==> config.mk <==
export PLATFORM = sky130hd
export DESIGN_NAME = pipe_stage_reg
export DESIGN_NICKNAME = d
export VERILOG_FILES = /design/src/rtl/pipe_stage_reg.sv
export SDC_FILE = /design/constraint.sdc
export NUM_CORES = 1
export LEC_CHECK = 0
export BUFFER_PORTS_ARGS = -buffer_cell sky130_fd_sc_hd__buf_2
export CAP_MARGIN = 20
export CORE_MARGIN = 3
export CORE_UTILIZATION = 55
export DETAILED_ROUTE_END_ITERATION = 10
export GPL_TIMING_DRIVEN = 0
export PLACE_DENSITY = 0.84
export SETUP_SLACK_MARGIN = 0.3
export SLEW_MARGIN = 20
export SYNTH_ARGS = -nofsm -noshare
export SYNTH_HDL_FRONTEND = slang
export SYNTH_SLANG_ARGS = --single-unit
export TNS_END_PERCENT = 50
==> constraint.sdc <==
create_clock -name clk -period 12.24 [get_ports clk]
set_clock_uncertainty 0.05 [all_clocks]
set_input_delay 2.448 -clock clk [delete_from_list [all_inputs] [get_ports clk]]
set_output_delay 2.448 -clock clk [all_outputs]
set_load 0.02 [all_outputs]
==> src/rtl/pipe_stage_reg.sv <==
// Elastic two-entry (main + skid) pipeline stage register with valid/ready handshake and flush.
// Optional performance counters are enabled by defining PIPE_STAGE_PERF_EN.
module pipe_stage_reg #(
    parameter int          ADDR_WIDTH = 16,
    parameter int          DATA_WIDTH = 32,
    parameter int          NUM_DATA   = 2,
    parameter logic [31:0] NOP_INST   = 32'h00000013
) (
    input  logic                           clk,
    input  logic                           rst,
    input  logic                           flush,
    input  logic                           in_valid,
    output logic                           in_ready,
    input  logic [ADDR_WIDTH-1:0]          in_pc,
    input  logic [31:0]                    in_inst,
    input  logic [NUM_DATA*DATA_WIDTH-1:0] in_data,
    output logic                           out_valid,
    input  logic                           out_ready,
    output logic [ADDR_WIDTH-1:0]          out_pc,
    output logic [31:0]                    out_inst,
    output logic [NUM_DATA*DATA_WIDTH-1:0] out_data
`ifdef PIPE_STAGE_PERF_EN
    ,
    output logic [31:0]                    perf_stall_cnt,
    output logic [31:0]                    perf_bubble_cnt
`endif
);

    localparam int DW = NUM_DATA * DATA_WIDTH;

    typedef enum logic [1:0] {
        ST_EMPTY = 2'd0,
        ST_FULL  = 2'd1,
        ST_SKID  = 2'd2
    } state_t;

    state_t                  state_r, state_nxt;
    logic                    ready_r;
    logic                    valid_r;
    logic [31:0]             out_inst_r;
    logic [ADDR_WIDTH-1:0]   main_pc_r, main_pc_nxt;
    logic [31:0]             main_inst_r, main_inst_nxt;
    logic [DW-1:0]           main_data_r, main_data_nxt;
    logic [ADDR_WIDTH-1:0]   skid_pc_r, skid_pc_nxt;
    logic [31:0]             skid_inst_r, skid_inst_nxt;
    logic [DW-1:0]           skid_data_r, skid_data_nxt;
    logic                    accept_s;
    logic                    emit_s;

    // ready_r only reflects skid occupancy; flush gates it without a path from out_ready
    assign in_ready  = ready_r & ~flush;
    assign out_valid = valid_r;
    assign out_inst  = out_inst_r;
    assign out_pc    = main_pc_r;
    assign out_data  = main_data_r;
    assign accept_s  = in_valid & in_ready;
    assign emit_s    = valid_r & out_ready;

    // Occupancy transitions and payload steering between input, main and skid
    always_comb begin
        state_nxt     = state_r;
        main_pc_nxt   = main_pc_r;
        main_inst_nxt = main_inst_r;
        main_data_nxt = main_data_r;
        skid_pc_nxt   = skid_pc_r;
        skid_inst_nxt = skid_inst_r;
        skid_data_nxt = skid_data_r;
        if (flush) begin
            state_nxt = ST_EMPTY;
        end else begin
            case (state_r)
                ST_EMPTY: begin
                    if (accept_s) begin
                        state_nxt     = ST_FULL;
                        main_pc_nxt   = in_pc;
                        main_inst_nxt = in_inst;
                        main_data_nxt = in_data;
                    end else begin
                        state_nxt = ST_EMPTY;
                    end
                end
                ST_FULL: begin
                    if (accept_s && emit_s) begin
                        state_nxt     = ST_FULL;
                        main_pc_nxt   = in_pc;
                        main_inst_nxt = in_inst;
                        main_data_nxt = in_data;
                    end else if (accept_s) begin
                        state_nxt     = ST_SKID;
                        skid_pc_nxt   = in_pc;
                        skid_inst_nxt = in_inst;
                        skid_data_nxt = in_data;
                    end else if (emit_s) begin
                        state_nxt = ST_EMPTY;
                    end else begin
                        state_nxt = ST_FULL;
                    end
                end
                ST_SKID: begin
                    if (emit_s) begin
                        state_nxt     = ST_FULL;
                        main_pc_nxt   = skid_pc_r;
                        main_inst_nxt = skid_inst_r;
                        main_data_nxt = skid_data_r;
                    end else begin
                        state_nxt = ST_SKID;
                    end
                end
                default: begin
                    state_nxt = ST_EMPTY;
                end
            endcase
        end
    end

    // State, payload and registered output flags
    always_ff @(posedge clk or posedge rst) begin
        if (rst) begin
            state_r     <= ST_EMPTY;
            ready_r     <= 1'b0;
            valid_r     <= 1'b0;
            out_inst_r  <= NOP_INST;
            main_pc_r   <= '0;
            main_inst_r <= NOP_INST;
            main_data_r <= '0;
            skid_pc_r   <= '0;
            skid_inst_r <= NOP_INST;
            skid_data_r <= '0;
        end else begin
            state_r     <= state_nxt;
            ready_r     <= (state_nxt != ST_SKID);
            valid_r     <= (state_nxt != ST_EMPTY);
            out_inst_r  <= (state_nxt != ST_EMPTY) ? main_inst_nxt : NOP_INST;
            main_pc_r   <= main_pc_nxt;
            main_inst_r <= main_inst_nxt;
            main_data_r <= main_data_nxt;
            skid_pc_r   <= skid_pc_nxt;
            skid_inst_r <= skid_inst_nxt;
            skid_data_r <= skid_data_nxt;
        end
    end

`ifdef PIPE_STAGE_PERF_EN
    function automatic logic [31:0] sat_inc(input logic [31:0] v);
        return (v == 32'hFFFFFFFF) ? v : (v + 32'd1);
    endfunction

    // Saturating stall and bubble counters; flush deliberately has no effect here
    always_ff @(posedge clk or posedge rst) begin
        if (rst) begin
            perf_stall_cnt  <= 32'd0;
            perf_bubble_cnt <= 32'd0;
        end else begin
            perf_stall_cnt  <= (valid_r && !out_ready) ? sat_inc(perf_stall_cnt) : perf_stall_cnt;
            perf_bubble_cnt <= (!valid_r) ? sat_inc(perf_bubble_cnt) : perf_bubble_cnt;
        end
    end
`endif

endmodule

==> results.cfg <==
[status]
outcome = finished, final reports clean

[pwr]
seqPwrFrac_pct = 45.6
p_leak_nw = 6.616
pwr-share-clk_pct = 29.5
p_int_mw = 1.977
power.density_mw_per_mm2 = 197.2
p_comb_share_pct = 24.9
report.power.total_mw = 2.794
vdd_drop_max_uv = 132.7
swShare_pct = 29.22
p_switching_mw = 0.8162

[timing]
setup_viol_count_final = 0
fin_crit_sh_pct = 44.08
period_needed_ns = 5.396
slew_headroom_pct = 57.04
fmax_mhz = 185.3
tns_ns = 0
hold_viol = 0
slew_viol_final = 0
grt_setup_unrepaired = no
hold_ws_ns = 0.4454
final.setup.worst_slack_ns = 6.844
worst_slew_pin_slew_ns = 0.6443

[cts]
post_cts_buffers = 0
cts_buffers = 28
cts.clk_slew.worst_paths_ns = 0.06
post_cts_resized = 0
root_buffer = clkbuf_16
clock_latency_ns = 0.52
cts_hold_buf = 0
htree_levels = 1
cts_sinks = 260
clockBufferDepth = 3
cts_tree = yes

[worst_setup_path]
endpoint_kind = output pin
worstPathRequired_ns = 9.74
cp_slowest_cell = buf_2
path_class = in -> out
path_depth = 3
cp_cell_sequence = buf_2 -> nor2b_1 -> buf_2
cp.arrival_ns = 2.90
crit_fanout = 8
crit_family = buffers and inverters
cpPeakStageDelay_ns = 0.18
rr_worst_depth = 8
critPathMostFrequentCell = buf_2
crit_buf_inv = 2
crit_path_start_kind = primary input

[route]
routedWlPerCell_um = 20.35
drc = 0
wl_um = 28080
ant_nets = 0
drt-initial-drc-count = 482
drt_first_pass_iters = 5
vias = 8071
via_per_inst = 5.849

[logic_synthesis]
ys_ff_latch = 260
avgSynthCellArea_um2 = 14.24
synthArstFlopShare_pct = 100.0
ys_seq_area_share_pct = 55.68
synth_nets = 940
yosys_warnings = 0
syn-cell-area_mm2 = 0.01171
ys.flop_type = dfrtp_1
synth_cell_types = 41
postSynthCellCount = 822
synth-edff-count = 0

[die]
die_x_um = 151.9
initial_core_util_pct = 56.94
rows = 52
die_area_mm2 = 0.02307
ioPinCount = 231
die_y_um = 151.9
core_area_mm2 = 0.02056

[global_route]
antenna_found_initial = 8
grt_pass1_vias = 8625
grt_use_total_pct = 23.83
grt_max_degree = 95
globalRouteOverflowTotal = 0
grt_pass1_wl_um = 45700

[finish]
regArea_mm2 = 0.006518
syn2layout_area_growth_pct = 21.03
fin_area_mm2 = 0.01417
final_nets = 1201
drive_above_1_share_pct = 54.76
fin_cells = 1380
nFillCells = 1484
final_core_util_pct = 68.91
multi_input_area_mm2 = 0.004604

[placed_design]
io_buffers = 229
gp_congestion = 0.8674
placed_area_mm2 = 0.01325
dpl.hpwl_um = 19340
place_inst = 1323
dpl_worst_slack_ns = 6.843

[run]
cap_violations = 0

[worst_hold_path]
min_delay_path_depth = 1
hold_class = reg -> reg
## state kept, by name, summed over array words and instances (netlist names)
| register | flops |
|---|---|
| out_pc | 16 |
| out_data | 64 |
| out_inst | 32 |
| skid_inst_r | 32 |
| ready_r | 1 |
| out_valid | 1 |
| main_inst_r | 32 |
| skid_pc_r | 16 |
| skid_data_r | 64 |
| state_r | 2 |
## worst paths after layout
kind | from | to | slack (ns)
worst min register to register | out_pc[15]$_DFFE_PP0P_ | out_pc[15]$_DFFE_PP0P_ | 0.45
worst min-delay path | out_pc[15]$_DFFE_PP0P_ | out_pc[15]$_DFFE_PP0P_ | 0.45
worst max register to register | ready_r$_DFF_PP0_ | out_inst[22]$_DFF_PP0_ | 9.30
worst max-delay path | flush | in_ready | 6.84
max in group asynchronous | rst | skid_inst_r[21]$_DFFE_PP0P_ | 9.26
min in group asynchronous | rst | out_data[31]$_DFFE_PP0P_ | 2.00
## power by group through the flow
stage	Combinational (mW)	Sequential [mW]	Clock [mW]
after CTS	0.704	1.27	0.835
after global routing	0.751	1.30	0.869
after detailed placement	0.699	1.28	0
after global placement	0.674	1.26	0
after floorplan	0.378	1.36	0
final	0.697	1.27	0.823
## logic make-up (layout without fill, tap and decap cells)
family          after synthesis  count (layout)  share of synthesized area [%]
other cells                   0               7                              0
flops                       260             260                          55.68
fa+ha+maj                     1               1                         0.1069
mux                         272             272                          27.29
buf+inv                     101             382                          4.991
simple gates                 53              53                          3.014
compound gates              135             135                          8.925
## per-layer routing
metal	wire length [um]	GRT usage, %	vias up
li1	-	-	3591
met1	11540	32.04	4070
met2	13810	38.61	336
met3	1858	4.863	72
met4	859	9.075	2
met5	7	0	-
## final cells by class
type                    instances  area share (%)
flip-flops and latches        260           46.00
multi-input cells             461           32.50
repair buffers                231           8.478
clock buffers                  45           5.970
plain buffers                  68           3.250
well taps                     270           2.384
inverters                      33          0.9272
clock inverters                 5          0.3709
diodes                          7          0.1236
## cells in the final DEF (no fill, tap or decap), types with 2 or more instances in the layout
| master | Yosys | final |
|---|---|---|
| clkbuf_8 | 0 | 6 |
| inv_1 | 31 | 30 |
| clkbuf_16 | 0 | 29 |
| buf_2 | 14 | 243 |
| and3_1 | 3 | 3 |
| nor2b_1 | 3 | 3 |
| o211ai_1 | 58 | 58 |
| nand3_1 | 29 | 29 |
| a221o_1 | 3 | 3 |
| and3b_1 | 2 | 2 |
| mux2_4 | 35 | 35 |
| o2111a_1 | 3 | 3 |
| a31oi_1 | 30 | 30 |
| buf_4 | 14 | 14 |
| buf_16 | 0 | 2 |
| mux2_1 | 4 | 4 |
| buf_6 | 18 | 18 |
| inv_2 | 2 | 2 |
| dfrtp_1 | 251 | 251 |
| and2_1 | 5 | 5 |
| a2111o_1 | 3 | 3 |
| mux2_2 | 233 | 233 |
| dfstp_2 | 9 | 9 |
| diode_2 | 0 | 7 |
| clkinv_2 | 0 | 3 |
| clkbuf_1 | 22 | 32 |
| o2111ai_1 | 29 | 29 |
| a21oi_1 | 3 | 3 |
## cells in the mapped netlist, types with 2 or more instances
cell type	number	area [um^2]
buf_2	14	70.07
dfstp_2	9	236.5
buf_4	14	105.1
nand3_1	29	145.1
a2111o_1	3	33.78
mux2_1	4	45.04
mux2_2	233	2624
buf_6	18	202.7
and2_1	5	31.28
o211ai_1	58	435.4
and3_1	3	18.77
a21oi_1	3	15.01
mux2_4	35	525.5
clkbuf_1	22	82.58
dfrtp_1	251	6281
a221o_1	3	30.03
and3b_1	2	17.52
o2111a_1	3	33.78
o2111ai_1	29	254.0
inv_1	31	116.4
inv_2	2	7.510
nor2b_1	3	18.77
a31oi_1	30	187.7
(Power assumes the default switching activity.)
